===== config.mk =====
export PLATFORM = sky130hd
export DESIGN_NAME = uart_tx_arbiter
export DESIGN_NICKNAME = d
export VERILOG_FILES = /design/src/rtl/uart_tx_arbiter.sv
export SDC_FILE = /design/constraint.sdc
export NUM_CORES = 1
export LEC_CHECK = 0
export BUFFER_PORTS_ARGS = -buffer_cell sky130_fd_sc_hd__clkbuf_2
export CAP_MARGIN = 5
export CORE_MARGIN = 2
export CORE_UTILIZATION = 45
export DETAILED_ROUTE_END_ITERATION = 8
export PLACE_DENSITY = 0.7
export SLEW_MARGIN = 25
export SYNTH_ARGS = -nofsm -noshare
export SYNTH_HDL_FRONTEND = slang
export SYNTH_SLANG_ARGS = --single-unit

===== constraint.sdc =====
create_clock -name Clk -period 3.6 [get_ports Clk]
set_input_delay 0.18 -clock Clk [delete_from_list [all_inputs] [get_ports Clk]]
set_output_delay 0.18 -clock Clk [all_outputs]
set_load 0.05 [all_outputs]

===== src/rtl/uart_tx_arbiter.sv =====
// uart_tx_arbiter: round-robin owner of one shared UART byte transmitter, granted a whole packet at a time.
// Bytes are paced by a one-cycle tx_start and the transmitter's tx_active flag; stalled owners time out.
module uart_tx_arbiter #(
  parameter int N_REQ          = 2,
  parameter int TIMEOUT_CYCLES = 1024
) (
  input  logic               Clk,
  input  logic               Rst_n,
  input  logic [N_REQ-1:0]   req,
  input  logic [N_REQ-1:0]   byte_valid,
  input  logic [8*N_REQ-1:0] byte_data,
  input  logic [N_REQ-1:0]   byte_last,
  output logic [N_REQ-1:0]   byte_ready,
  output logic [N_REQ-1:0]   grant,
  output logic [7:0]         tx_byte,
  output logic               tx_start,
  input  logic               tx_active,
  output logic               busy,
  output logic               pkt_done,
  output logic               pkt_timeout
);
  localparam int IW = $clog2(N_REQ);
  localparam int CW = $clog2(TIMEOUT_CYCLES);

  typedef enum logic [2:0] {IDLE, LOAD, WAIT_ACT, WAIT_DONE, RELEASE} state_t;

  state_t           state_q, state_d;
  logic [N_REQ-1:0] grant_q, grant_d;
  logic [IW-1:0]    own_q, own_d;
  logic [IW-1:0]    ptr_q, ptr_d;
  logic [IW-1:0]    win, cand;
  logic             win_ok;
  logic [CW-1:0]    cnt_q, cnt_d;
  logic [7:0]       tx_byte_q, tx_byte_d;
  logic             last_q, last_d;
  logic             start_q, start_d;
  logic             busy_q, busy_d;
  logic             done_q, done_d;
  logic             tmo_q, tmo_d;
  logic             in_load;

  // The nearest requester at or after ptr wins; scanning from the far end lets the nearest overwrite.
  always_comb begin
    win    = ptr_q;
    win_ok = 1'b0;
    cand   = '0;
    for (int k = N_REQ - 1; k >= 0; k--) begin
      cand = (int'(ptr_q) + k >= N_REQ) ? IW'(int'(ptr_q) + k - N_REQ) : IW'(int'(ptr_q) + k);
      if (req[cand]) begin
        win    = cand;
        win_ok = 1'b1;
      end
    end
  end

  assign in_load    = (state_q == LOAD);
  assign byte_ready = in_load ? (byte_valid & grant_q) : '0;

  always_comb begin
    state_d   = state_q;
    grant_d   = grant_q;
    own_d     = own_q;
    ptr_d     = ptr_q;
    cnt_d     = cnt_q;
    tx_byte_d = tx_byte_q;
    last_d    = last_q;
    start_d   = 1'b0;
    done_d    = 1'b0;
    tmo_d     = 1'b0;
    case (state_q)
      IDLE: begin
        if (win_ok) begin
          grant_d = N_REQ'(1) << win;
          own_d   = win;
          cnt_d   = '0;
          last_d  = 1'b0;
          state_d = LOAD;
        end
      end
      LOAD: begin
        if (byte_valid[own_q]) begin
          tx_byte_d = byte_data[8*own_q +: 8];
          last_d    = byte_last[own_q];
          start_d   = 1'b1;
          state_d   = WAIT_ACT;
        end else begin
          cnt_d   = cnt_q + 1'b1;
          state_d = (cnt_d == CW'(TIMEOUT_CYCLES - 1)) ? RELEASE : LOAD;
        end
      end
      WAIT_ACT:  state_d = tx_active ? WAIT_DONE : WAIT_ACT;
      WAIT_DONE: begin
        if (!tx_active) begin
          cnt_d   = last_q ? cnt_q : '0;
          state_d = last_q ? RELEASE : LOAD;
        end
      end
      RELEASE: begin
        // last_q is cleared at grant, so a release without a last byte can only be a timeout.
        grant_d = '0;
        ptr_d   = (own_q == IW'(N_REQ - 1)) ? '0 : own_q + 1'b1;
        done_d  = last_q;
        tmo_d   = !last_q;
        last_d  = 1'b0;
        state_d = IDLE;
      end
      default: state_d = IDLE;
    endcase
    busy_d = (state_d != IDLE);
  end

  always_ff @(posedge Clk) begin
    if (!Rst_n) begin
      state_q   <= IDLE;
      grant_q   <= '0;
      own_q     <= '0;
      ptr_q     <= '0;
      cnt_q     <= '0;
      tx_byte_q <= '0;
      last_q    <= 1'b0;
      start_q   <= 1'b0;
      busy_q    <= 1'b0;
      done_q    <= 1'b0;
      tmo_q     <= 1'b0;
    end else begin
      state_q   <= state_d;
      grant_q   <= grant_d;
      own_q     <= own_d;
      ptr_q     <= ptr_d;
      cnt_q     <= cnt_d;
      tx_byte_q <= tx_byte_d;
      last_q    <= last_d;
      start_q   <= start_d;
      busy_q    <= busy_d;
      done_q    <= done_d;
      tmo_q     <= tmo_d;
    end
  end

  assign grant       = grant_q;
  assign tx_byte     = tx_byte_q;
  assign tx_start    = start_q;
  assign busy        = busy_q;
  assign pkt_done    = done_q;
  assign pkt_timeout = tmo_q;
endmodule


Word-level counts from Yosys, hierarchy flattened
Index checks and enable logic that the tools add are counted.
{"block": "classes", "add_sub_neg": 5, "mul": 0, "n_div": 0, "n_lt_le_gt_ge": 5, "n_eq_ne": 10, "n_shift": 2, "mux": 34, "n_bitwise": 1, "reduce_logical": 13}
{"op": "$mux W10", "n": 4}
{"op": "$pmux W10 S3", "n": 1}
{"op": "$mux W1", "n": 19}
{"op": "$shiftx A16 B5 Y8", "n": 1}
{"op": "$mux W3", "n": 5}
{"op": "$pmux W3 S4", "n": 1}
{"op": "$add A10 B1 Y10 const B", "n": 1}
{"op": "$eq A10 B10 Y1 const B", "n": 1}
{"op": "$reduce_and A2 Y1", "n": 5}
{"op": "$reduce_bool A3 Y1", "n": 3}
{"op": "$ne A2 B2 Y1 const B", "n": 4}
{"op": "$eq A3 B2 Y1 const B", "n": 2}
{"op": "$lt A1 B2 Y1 const B", "n": 3}
{"op": "$reduce_and A5 Y1", "n": 1}
{"op": "$mux W2", "n": 2}
{"op": "$pmux W2 S2", "n": 1}
{"op": "$eq A3 B1 Y1 const B", "n": 1}
{"op": "$eq A3 B3 Y1 const B", "n": 1}
{"op": "$logic_not A3 Y1", "n": 1}
{"op": "$pmux W1 S3", "n": 1}
{"op": "$reduce_and A3 Y1", "n": 1}
{"op": "$add A1 B1 Y2 const B", "n": 1}
{"op": "$and A2 B2 Y2", "n": 1}
{"op": "$ge A1 B2 Y1 const B", "n": 1}
{"op": "other kinds (7)", "n": 8}
{"block": "totals", "regBits": 30, "latchBits": 0, "mem_bits_rw": 0, "romBits": 0, "inputBits": 25, "elab_cells": 81, "mem_count": 0}

Logic depth before layout (Yosys ltp)
{"block": "logic_depth", "ltp_word": 10, "depth_mapped": 7, "mapped_depth_nobuf": 5}

Least setup slack after synthesis
No wires, ideal clock.
{"block": "synth_path", "path_type": "flip-flop to flip-flop", "start": "register state_q[1]", "end": "register cnt_q[7]", "setup_time_ns": 0.088, "arrival_ns": 1.508, "slack_ns": 2.003, "stages_incl_launch_ff": 7, "n_path_buf": 2, "period_less_slack_ns": 1.597, "path_cell_list": "dfxtp_1 > buf_6 > or3b_1 > buf_6 > nor4_4 > a31oi_1 > a311oi_2"}
{"block": "synth_via", "elab_chain_cells": 3}
{"element": "from (decl)", "line": "27", "rtl": "state_t state_q, state_d;"}
{"element": "from (signal assigned)", "line": "126", "rtl": "state_q <= state_d;"}
{"element": "$eq A3 B1 Y1, or another cell as far along", "line": "70", "rtl": "case (state_q)"}
{"element": "$ne A2 B2 Y1 (no source line) / $reduce_bool A3 Y1 (equally long branches)"}
{"element": "$reduce_and A5 Y1 (no source line)"}
{"element": "to (signal assigned)", "line": "130", "rtl": "cnt_q <= cnt_d;"}
{"element": "to (decl)", "line": "33", "rtl": "logic [CW-1:0] cnt_q, cnt_d;"}
Several ways; a longest one is shown, not always the timed one.
A chain may end at the register's enable or synchronous reset.

Worst setup path after layout
{"block": "layout_path", "start": "register own_q", "end": "register cnt_q[2]"}
{"block": "layout_via", "elab_chain_cells": 4}
{"element": "from (decl)", "line": "29", "rtl": "logic [IW-1:0] own_q, own_d;"}
{"element": "from (signal assigned)", "line": "128", "rtl": "own_q <= own_d;"}
{"element": "$mux W1 (implied by the code) (2 in series)", "line": "81", "rtl": "if (byte_valid[own_q]) begin"}
{"element": "$ne A2 B2 Y1 (no source line)"}
{"element": "$reduce_and A5 Y1 (no source line)"}
No other way between the ends. The select of a mux whose other input is x is not followed.

==> summary.txt <==
Power
  – Combinational Power Share: 23.3%
  – Peak VDD IR: 0.000260 V
  – Sw frac: 32.8%
  – Power density of the placed cells: 438 nW/um^2
  – Clock share of power: 30.9%
  – Sequential share of power: 45.8%
  – Tot Pwr: 811 uW
  – Cell internal pwr: 545 uW
  – Sw Pwr: 266 uW
  – Leak Pwr: 0.000728 uW

Die
  – DIE AREA: 4050 sq um
  – Chip height: 63.6 um
  – Core area: 3360 sq um
  – # rows: 21
  – Initial Util: 47.5%
  – Die Wd: 63.6 um
  – IO Count: 41

Global routing
  – Overflow left after global routing: 0
  – Initial antenna violation count: 0
  – Vias in the first global route: 1390
  – Global-route usage over all layers: 19.6%
  – Largest net degree at the start of global routing: 21
  – First-pass GRT wire length: 6.20 mm

Critical path
  – Critical Path RT: 3790 ps
  – CP Depth: 4
  – Crit path max-delay family: flip-flops
  – Worst r2r path cells: 4
  – Slowest stage cell, crit path: dfxtp_1
  – Worst Setup End Kind: register
  – Critical Setup Path Class: register to register
  – Reg-to-Reg Start: own_q
  – Crit path max fanout: 13
  – Bufs and invs on worst path: 0
  – Critical Path Max Stage Delay: 740 ps
  – CP arrival: 2180 ps
  – Crit path cell chain: mux2_2 -> nand2_1 -> and2_1 -> a311oi_1
  – Reg2reg setup slack: 1620 ps
  – Reg2reg end: cnt_q[2]
  – Worst setup SP type: register

Synth
  – Mapped Cells: 182
  – Post-Syn Area: 1600 sq um
  – Count leader, synth: dfxtp_1
  – Syn_area_per_cell: 8.79 sq um
  – Syn Nets: 209
  – Post-synthesis register bit count: 30
  – Yosys warnings: 0
  – Post-synth top cells: dfxtp_1, nor2_1, nand2_1
  – Top FF cell, synth: dfxtp_1
  – Yosys top cell area share: 37.6%
  – Post-synth top area cell: dfxtp_1
  – Synth unique cells: 46
  – Number of synthesized flops with an enable pin: 0
  – Seq/Total Area, Yosys: 37.6%
  – Ranking of synthesized cells by area: dfxtp_1, mux2i_1, a211oi_1, nor2_1, nand2_1
  – Post-synth ARST share: 0%

STA
  – Setup Skew: 4.95 ps
  – Final min period: 1980 ps
  – Hold WS: 163 ps
  – Endpoints failing hold: 0
  – Post-route clock period utilization: 55.1%
  – Pins over their slew limit: 0
  – Slew @ Worst Pin: 709 ps
  – Setup violators final: 0
  – Setup TNS: 0 ps
  – Fmax: 504 MHz
  – Rel. slew slack: 52.7%
  – RSZ-0062 raised after global routing: no

Route
  – Met2 Routed Length: 1.64 mm
  – Number of detailed-route iterations in the first pass: 4
  – Drc violations: 0
  – Number of DRC markers in iteration 0: 94
  – Vias per cell: 5.54
  – Met3 routed WL: 151 um
  – WL final: 3.53 mm
  – M1 WL: 1.67 mm
  – Avg WL per Cell: 13.4 um
  – Max Used Layer: met4
  – Via count: 1456
  – Final antenna-violating net count: 0

CTS
  – Post_cts resized: 0
  – Setup Buffers After CTS: 0
  – Clk sink count: 30
  – Htree depth: 2
  – CTS tree: yes
  – Clock transition at path regs: 90 ps
  – Cts hold-fix bufs: 0
  – Bufs on Longest Clock Path: 2
  – CTS Root Cell: clkbuf_4
  – Num CTS Buffers: 5
  – Latest clock arrival within the worst-skew pair: 330 ps

Worst hold path
  – Hold depth: 3
  – Hold Path Origin: byte_data[1]
  – Hold crit path type: primary input to register
  – Hold Crit Endpoint: tx_byte[1]

Placement
  – Buffers added on ports: 40
  – Placed Cells: 255
  – HPWL after detailed placement: 2.60 mm
  – Placer Congestion: 0.811

Cells and area
  – Layout cells sized above 1: 25.3%
  – N_diodes: 0
  – Non-Filler Instances: 263
  – NumNets Final: 243
  – Layout area overhead: 15.8%

Job
  – Max-cap violation count: 0

Run status
  – Status: finished, final reports clean
## worst reg2reg max path, stage by stage, from the launching register on
cell and delay, ps:
dfxtp_1 740, mux2_2 500, nand2_1 160, and2_1 310, a311oi_1 140
## registers in the layout, indices dropped and copies added (netlist names)
name,count
last_q,1
cnt_q,10
ptr_q,1
pkt_timeout,1
pkt_done,1
tx_byte,8
grant,2
state_q,3
own_q,1
tx_start,1
busy,1
## layer usage
| metal | GRT usage, % | up-vias |
|---|---|---|
| met3 | 4.64 | 7 |
| met5 | 0 | - |
| met1 | 24.9 | 673 |
| met4 | 8.97 | 0 |
| li1 | - | 741 |
| met2 | 31.4 | 35 |
## area by class of cell
cell class / instances / area (sq um)
timing repair buffer: 40 / 200
multi-input combinational: 135 / 900
tap: 46 / 57.6
inverter: 4 / 15.0
fill: 340 / 1510
clock buffer: 8 / 78.8
sequential: 30 / 601
## layout by cell type, fill, tap and decap left out, types with 6 or more instances in the layout
cell type,synthesis,routed
clkbuf_2,0,40
a211oi_1,10,10
nor2_1,19,19
mux2i_1,11,11
o21ai_0,6,6
nor3_1,7,7
dfxtp_1,30,30
a21oi_1,7,7
nand3_1,7,7
nand2_1,13,13
## stage by stage
step           instance area, sq um  worst slack [ps]  utilization, %
6_report                       1850              1620            55.1
5_1_grt                        1850              1450            55.1
4_1_cts                        1850              1600            55.1
3_5_place_dp                   1770              1610            52.7
3_3_place_gp                   1770              1650            52.7
2_1_floorplan                  1600              2000               -
## worst max-delay path by stage
stage | startpoint | to
finish | own_q | cnt_q[2]
CTS | own_q | cnt_q[7]
global route | own_q | state_q[2]
floorplan | state_q[1] | cnt_q[7]
detailed placement | own_q | cnt_q[8]
global placement | own_q | cnt_q[2]
## logic make-up (layout without fill, tap and decap cells)
kind of cell,after synthesis,after routing,synth area share [%]
XOR/XNOR,2,2,1.10
AND/OR/NAND/NOR,72,72,24.6
multiplexers,12,12,7.59
buffers and inverters,17,52,6.18
adder cells (fa/ha/maj),2,2,1.56
flip-flops,30,30,37.6
AO/OA/AOI/OAI,47,47,21.4
## power by group through the flow
stage,clock [uW],combinational (uW),sequential (uW)
2_1_floorplan,0,114,418
3_3_place_gp,0,188,378
3_5_place_dp,0,189,379
4_1_cts,254,190,371
5_1_grt,274,210,375
6_report,250,189,371
Note: power is estimated with default switching activity, not from simulation.
